$ cat config.mk
export PLATFORM = sky130hd
export DESIGN_NAME = alu_ctrl_fsm
export DESIGN_NICKNAME = d
export VERILOG_FILES = /design/src/rtl/alu_ctrl_fsm.sv
export SDC_FILE = /design/constraint.sdc
export NUM_CORES = 1
export LEC_CHECK = 0
export ABC_AREA = 1
export ABC_CLOCK_PERIOD_IN_PS = 2100
export CAP_MARGIN = 10
export CORE_ASPECT_RATIO = 1.1
export CORE_MARGIN = 2
export CORE_UTILIZATION = 27
export CTS_CLUSTER_SIZE = 12
export DETAILED_ROUTE_END_ITERATION = 7
export PLACE_DENSITY = 0.55
export SLEW_MARGIN = 0
export SYNTH_ARGS = -nofsm -noshare
export SYNTH_HDL_FRONTEND = slang
export SYNTH_SLANG_ARGS = --single-unit
$ cat constraint.sdc
create_clock -name clk -period 2.1 [get_ports clk]
set_input_delay 0.42 -clock clk [delete_from_list [all_inputs] [get_ports clk]]
set_output_delay 0.42 -clock clk [all_outputs]
set_load 0.01 [all_outputs]
$ cat src/rtl/alu_ctrl_fsm.sv
// Multi-cycle ALU control sequencer: IDLE -> DECODE -> EXEC (N cycles) -> WB -> IDLE.
// Accept-to-IDLE takes 3+N cycles (N=MUL_CYCLES for MUL, else 1); instr_ready only in IDLE.
module alu_ctrl_fsm #(
  parameter int unsigned MUL_CYCLES = 3
) (
  input  logic        clk,
  input  logic        rst_n,
  input  logic        instr_valid,
  output logic        instr_ready,
  input  logic [31:0] instr,
  output logic [3:0]  alu_control,
  output logic        alu_src_b,
  output logic [31:0] imm_ext,
  input  logic        zero,
  output logic [4:0]  rf_raddr_a,
  output logic [4:0]  rf_raddr_b,
  output logic [4:0]  rf_waddr,
  output logic        rf_we,
  output logic        branch_taken,
  output logic [15:0] branch_offset,
  output logic        busy,
  output logic        illegal
);

  localparam logic [5:0] OP_MUL  = 6'h07;
  localparam logic [5:0] OP_ADDI = 6'h08;
  localparam logic [5:0] OP_BEQ  = 6'h09;
  localparam logic [5:0] OP_BNE  = 6'h0A;
  localparam logic [5:0] OP_SEQ  = 6'h0B;
  localparam logic [3:0] ALU_UNDEF = 4'b1111;
  localparam logic [3:0] MUL_DWELL = 4'(MUL_CYCLES);

  typedef enum logic [1:0] {S_IDLE, S_DECODE, S_EXEC, S_WB} state_e;

  function automatic logic [3:0] alu_code(input logic [5:0] op);
    logic [3:0] code;
    code = ALU_UNDEF;
    case (op)
      6'h00:   code = 4'b0000;
      6'h01:   code = 4'b0001;
      6'h02:   code = 4'b0010;
      6'h03:   code = 4'b0011;
      6'h04:   code = 4'b0100;
      6'h05:   code = 4'b0101;
      6'h06:   code = 4'b0110;
      OP_MUL:  code = 4'b0111;
      OP_ADDI: code = 4'b0000;
      OP_BEQ:  code = 4'b0001;
      OP_BNE:  code = 4'b0001;
      OP_SEQ:  code = 4'b1000;
      default: code = ALU_UNDEF;
    endcase
    return code;
  endfunction

  function automatic logic op_legal(input logic [5:0] op);
    return op <= OP_SEQ;
  endfunction

  state_e      state_q;
  logic [3:0]  cnt_q;
  logic [5:0]  op_q;
  logic [3:0]  alu_control_q;
  logic        alu_src_b_q;
  logic [31:0] imm_ext_q;
  logic [4:0]  rf_raddr_a_q;
  logic [4:0]  rf_raddr_b_q;
  logic [4:0]  rf_waddr_q;
  logic        rf_we_q;
  logic        branch_taken_q;
  logic [15:0] branch_offset_q;
  logic        illegal_q;

  // Decode of the offered instruction, captured straight into the output registers
  // at the accept edge so the DECODE cycle already presents the controls.
  logic [5:0]  op_d;
  logic [3:0]  alu_control_d;
  logic        alu_src_b_d;
  logic [31:0] imm_ext_d;
  logic        is_branch_q;

  assign op_d          = instr[31:26];
  assign alu_control_d = alu_code(op_d);
  assign alu_src_b_d   = (op_d == OP_ADDI);
  assign imm_ext_d     = {{16{instr[15]}}, instr[15:0]};
  assign is_branch_q   = (op_q == OP_BEQ) || (op_q == OP_BNE);

  always_ff @(posedge clk or negedge rst_n) begin
    if (!rst_n) begin
      state_q         <= S_IDLE;
      cnt_q           <= 4'd0;
      op_q            <= 6'd0;
      alu_control_q   <= ALU_UNDEF;
      alu_src_b_q     <= 1'b0;
      imm_ext_q       <= 32'd0;
      rf_raddr_a_q    <= 5'd0;
      rf_raddr_b_q    <= 5'd0;
      rf_waddr_q      <= 5'd0;
      rf_we_q         <= 1'b0;
      branch_taken_q  <= 1'b0;
      branch_offset_q <= 16'd0;
      illegal_q       <= 1'b0;
    end else begin
      rf_we_q        <= 1'b0;
      branch_taken_q <= 1'b0;
      illegal_q      <= 1'b0;
      case (state_q)
        S_IDLE: begin
          if (instr_valid) begin
            op_q          <= op_d;
            alu_control_q <= alu_control_d;
            alu_src_b_q   <= alu_src_b_d;
            imm_ext_q     <= imm_ext_d;
            rf_raddr_a_q  <= instr[20:16];
            rf_raddr_b_q  <= instr[15:11];
            rf_waddr_q    <= instr[25:21];
            illegal_q     <= !op_legal(op_d);
            state_q       <= S_DECODE;
          end
        end
        S_DECODE: begin
          if (!op_legal(op_q)) begin
            state_q <= S_IDLE;
          end else begin
            cnt_q   <= (op_q == OP_MUL) ? MUL_DWELL : 4'd1;
            state_q <= S_EXEC;
          end
        end
        S_EXEC: begin
          cnt_q <= cnt_q - 4'd1;
          // Zero is only meaningful at the final EXEC edge; earlier dwell cycles ignore it.
          if (cnt_q == 4'd1) begin
            state_q        <= S_WB;
            rf_we_q        <= !is_branch_q && (rf_waddr_q != 5'd0);
            branch_taken_q <= (op_q == OP_BEQ) ? zero :
                              (op_q == OP_BNE) ? !zero : 1'b0;
            if (is_branch_q) branch_offset_q <= imm_ext_q[15:0];
          end
        end
        S_WB: begin
          state_q <= S_IDLE;
        end
        default: begin
          state_q <= S_IDLE;
        end
      endcase
    end
  end

  assign instr_ready   = (state_q == S_IDLE);
  assign busy          = (state_q != S_IDLE);
  assign alu_control   = alu_control_q;
  assign alu_src_b     = alu_src_b_q;
  assign imm_ext       = imm_ext_q;
  assign rf_raddr_a    = rf_raddr_a_q;
  assign rf_raddr_b    = rf_raddr_b_q;
  assign rf_waddr      = rf_waddr_q;
  assign rf_we         = rf_we_q;
  assign branch_taken  = branch_taken_q;
  assign branch_offset = branch_offset_q;
  assign illegal       = illegal_q;

endmodule

== Yosys cells after proc, flatten, opt, wreduce, memory -nomap -nowiden ==
Memories as Yosys holds them, arrays and structs flattened.
Index checks and enable logic that the tools add are counted.

* Register bits after elaboration: 67
* Memories: 1
* Output and inout bits: 73
* Bits in latches: 0
* Memory bits (read-only): 64
* Memory bits (writable): 0
* Logic and storage cells: 58

{| class="wikitable"
|+ Memories
! name !! words !! width !! read ports !! clocked after Yosys merged registers in !! write ports !! RTL line !! source
|-
| (no name shown) || 16 || 4 || 1 || 0 || 0 || 38 || <nowiki>case (op)</nowiki>
|}

* Equality and inequality tests: 11
* Divide/modulo/power cells: 0
* Add/subtract/negate cells: 1
* Reductions and logical operators: 14
* $mul: 0
* Bitwise operators: 0
* Shift-type cells: 0
* Magnitude comparators: 2
* Mux-type cells: 16

{| class="wikitable"
|+ Operators with widths
! cell !! number
|-
| $eq 6x4->1 const B || 3
|-
| $le 6x4->1 const B || 2
|-
| $mux 1 || 8
|-
| $mux 2 || 4
|-
| $mux 4 || 2
|-
| $pmux 2 s4 || 1
|-
| $pmux 4 s2 || 1
|-
| $eq 6x3->1 const B || 1
|-
| $ne 2x2->1 const B || 3
|-
| $reduce_and 2->1 || 3
|-
| $reduce_bool 5->1 || 1
|-
| $eq 2x2->1 const B || 2
|-
| $eq 4x1->1 const B || 1
|-
| $logic_not 2->1 || 2
|-
| $reduce_bool 2->1 || 2
|-
| $sub 4x1->4 const B || 1
|-
| $logic_not 1->1 || 3
|-
| $reduce_and 3->1 || 1
|-
| $eq 2x1->1 const B || 1
|-
| $logic_and 1x1->1 || 1
|-
| $logic_or 1x1->1 || 1
|}

== Depth between registers and ports, before layout ==
Gate-level depths: netlist (run 1).

* Depth in word-level cells: 6
* Depth in mapped cells: 8
* Gate-level depth less buffers: 7

== Least setup slack after synthesis (run 1) ==
No wires, ideal clock.

* Path kind: reg-to-reg
* Start point: reg cnt_q[1]
* End point: reg branch_offset_q[10], in the netlist branch_offset[10]
* Arrival time: 1.202 ns
* Path slack: 0.781 ns
* Library setup time: 0.117 ns
* Cell stages (with the launch flop): 9
* Path buffers: 1
* Cells stage by stage: dfrtp_1 > inv_1 > ha_1 > nand3_2 > nor2_8 > nand2_4 > buf_6 > nand2_1 > nand2_1

* Word-level cells in the longest chain between the ends: 2

{| class="wikitable"
|+ RTL lines
! element !! RTL line !! source
|-
| from (decl) || 61 || <nowiki>logic [3:0] cnt_q;</nowiki>
|-
| from (signal assigned) || 125 || <nowiki>cnt_q <= (op_q == OP_MUL) ? MUL_DWELL : 4'd1;</nowiki>
|-
| from (signal assigned) || 130 || <nowiki>cnt_q <= cnt_q - 4'd1;</nowiki>
|-
| $eq 4x1->1 || 132 || <nowiki>if (cnt_q == 4'd1) begin</nowiki>
|-
| $reduce_and 3->1 (no source line) || - ||
|-
| to (signal assigned) || 137 || <nowiki>if (is_branch_q) branch_offset_q <= imm_ext_q[15:0];</nowiki>
|-
| to (decl) || 71 || <nowiki>logic [15:0] branch_offset_q;</nowiki>
|}

Every way passes these cells.
A chain may end at the register's enable or synchronous reset.

==> reports/results.txt, run 1 <==
Status = completed
Core area = 0.00994 mm2
Nets = 448
Post-Syn Instances = 316
Final Non-Filler Cells = 533
Leakage power = 2.02 nW
Max-slew violations = 0
Post-route ant nets = 0
Initial core utilization = 28.0%
Worst-skew pair later-pin latency = 0.34 ns
Power density over the cells = 1470 mW/mm2
Synth area leaders = dfrtp_1 (52%), nand2_1 (19%), buf_4 (6.2%)
GP Congestion = 0.754
Placement Rows = 38
Fillcell total = 970
Clock Tree Buf Depth = 2
Max IR drop VDD = 416 uV
Antenna diodes = 0
Initial antenna violation count = 0
Worst path arrival time = 1.50 ns
Die H = 111 um
Cell variety after synth = 30
Worst-path maximum fanout = 3
Worst EP required = 1.68 ns
Clk slew on worst S/H paths = 0.08 ns
Min Hold Slack = 0.0677 ns
Critical path startpoint category = flip-flop
Layout cells sized above 1 = 9.69%
CTS Buf Count = 9
Area of the multi-input gates = 953 um2
TritonCTS clock tree = yes
Area leader, netlist = dfrtp_1
Tightest Pin Transition = 0.402 ns
Post CTS Setup Buffer Count = 0
Crit path capture type = primary output
Most common cell after layout, fill and taps aside = nand2_1
Largest net degree at the start of global routing = 63
I/O pin total = 109
Reg area = 0.00156 mm2
Detailed Routing Iterations Pass 1 = 4
Avg WL per Cell = 13.3 um
Total nets after synthesis = 356
Hold buffer count at CTS = 0
Area grow syn2layout = 47.3%
Routed wire length = 7080 um
Final setup TNS = 0 ns
Placed insts = 517
FF+latch count, synth = 62
# DRC = 0
Share of the synthesized area in the top cell type = 52.1%
Die ar. = 0.0111 mm2
RSZ-0062 raised after global routing = no
GRT Total Usage = 13.3%
First-pass GRT wire length = 11500 um
Drt first-iter violations = 105
HP Class = in2async
Die width = 101 um
Minimum clock period = 1.92 ns
Clock Skews = 0.0139 ns
Most frequent cells in the layout = nand2_1 (138), clkdlybuf4s50_1 (107), dfrtp_1 (57), nand3_1 (24), inv_1 (13)
Vias in the first global route = 2224
# H-tree levels = 3
Clock Sinks = 62
Final number of hold-violating endpoints = 0
Post-Syn Area = 0.00279 mm2
Dpl hpwl = 5000 um
Sequential fraction of the synthesis area = 55.9%
Max capacitance violation total = 0
YS warnings = 0
Post-CTS Resized = 1
Final Cycle Share = 91.3%
DR vias/cell = 4.41
GRT overflow = 0
Fmax = 522 MHz
Via count = 2348
Relative slew slack = 73.0%
Setup CP Type = reg2out
Final setup viols = 0
IO buf count = 108
Avg Inst Size Synth = 8.82 um2
Root Buffer = clkbuf_8
## where the power goes
part           leakage [nW]  switching, mW  internal (mW)
Clock                 0.126          0.525          0.807
Sequential            0.789          0.385           1.69
Combinational          1.10           1.24           1.39
## worst max-delay path, stage by stage, from the launching register on
cell,delay [ns]
dfrtp_1,0.41
nor2_2,0.19
clkdlybuf4s50_1,0.56
## logic make-up (layout without fill, tap and decap cells)
| kind of cell | after synthesis | in the layout | share of synthesized area, % |
|---|---|---|---|
| flip-flops | 62 | 62 | 55.9 |
| AO/OA/AOI/OAI | 16 | 16 | 3.14 |
| buffers and inverters | 47 | 144 | 9.92 |
| XOR/XNOR | 1 | 1 | 0.314 |
| AND/OR/NAND/NOR | 186 | 186 | 29.0 |
| adder cells (fa/ha/maj) | 4 | 4 | 1.80 |
## flip-flops by register name (all words and copies together) (netlist names), named ones only
signal / count
state_q: 1
alu_control: 4
branch_offset: 16
branch_taken: 1
rf_waddr: 5
op_q: 6
rf_we: 1
alu_src_b: 1
imm_ext: 16
rf_raddr_a: 5
illegal: 1
cnt_q: 4
## cells in the mapped netlist, drive strengths merged
cell type and count:
o21a 1, nor3 2, a21oi 3, inv 16
nand2 142, nand4 2, dfrtp 58, nand3 27
a31oi 1, o21ai 9, xnor2 1, clkbuf 1
dfstp 4, o22ai 1, nand3b 1, nor2 12
buf 30, a21o 1, ha 4
## path summary, 6_finish.rpt
check	startpoint	end	slack, ns	cells after the start
max in group asynchronous	rst_n	imm_ext[15]$_DFFE_PN0P_	1.71	2
hold reg to reg	branch_offset[15]$_DFFE_PN0P_	branch_offset[15]$_DFFE_PN0P_	0.48	2
setup / recovery	flip-flop	instr_ready	0.18	2
setup reg to reg	cnt_q[1]$_DFFE_PN0P_	branch_offset[10]$_DFFE_PN0P_	0.53	7
hold / removal	rst_n	illegal$_DFF_PN0_	0.07	2
min in group clk	branch_offset[15]$_DFFE_PN0P_	branch_offset[15]$_DFFE_PN0P_	0.48	2
## layout make-up
class | count | share of cell area, %
clock buffers | 9 | 3.02
clock inverters | 7 | 3.11
inverters | 16 | 1.46
multi-input cells | 207 | 23.2
flip-flops and latches | 62 | 38.0
well taps | 120 | 3.66
repair buffers | 112 | 27.6
## layer usage
layer / wire length, um / share of wire, % / GRT usage (%)
met1: 3090 / 44 / 17.6
met2: 3480 / 49 / 20.5
met3: 378 / 5.3 / 2.47
met4: 125 / 1.8 / 6.58
met5: 0 / 0 / 0
## through the flow
step                worst slack, ns  cell area (um2)  power [mW]  utilization, %
finish                        0.183             4100        6.03            41.3
global route                  0.117             4100        6.46            41.3
CTS                           0.150             4100        6.12            41.3
detailed placement            0.374             3850        4.76            38.8
global placement              0.431             3850        4.71            38.8
floorplan                     0.781             2790        3.47               -
Power figures use the tool's default switching activity.
==> run 2: changes to the inputs <==
--- a/config.mk
+++ b/config.mk
@@ -11,6 +11,7 @@
 export CORE_ASPECT_RATIO = 1.1
 export CORE_MARGIN = 2
 export CORE_UTILIZATION = 27
+export CTS_CLUSTER_DIAMETER = 100
 export CTS_CLUSTER_SIZE = 12
 export DETAILED_ROUTE_END_ITERATION = 7
 export PLACE_DENSITY = 0.55
==> results of run 2 <==
No change in the layout: final DEF, timing and power equal those of run 1.
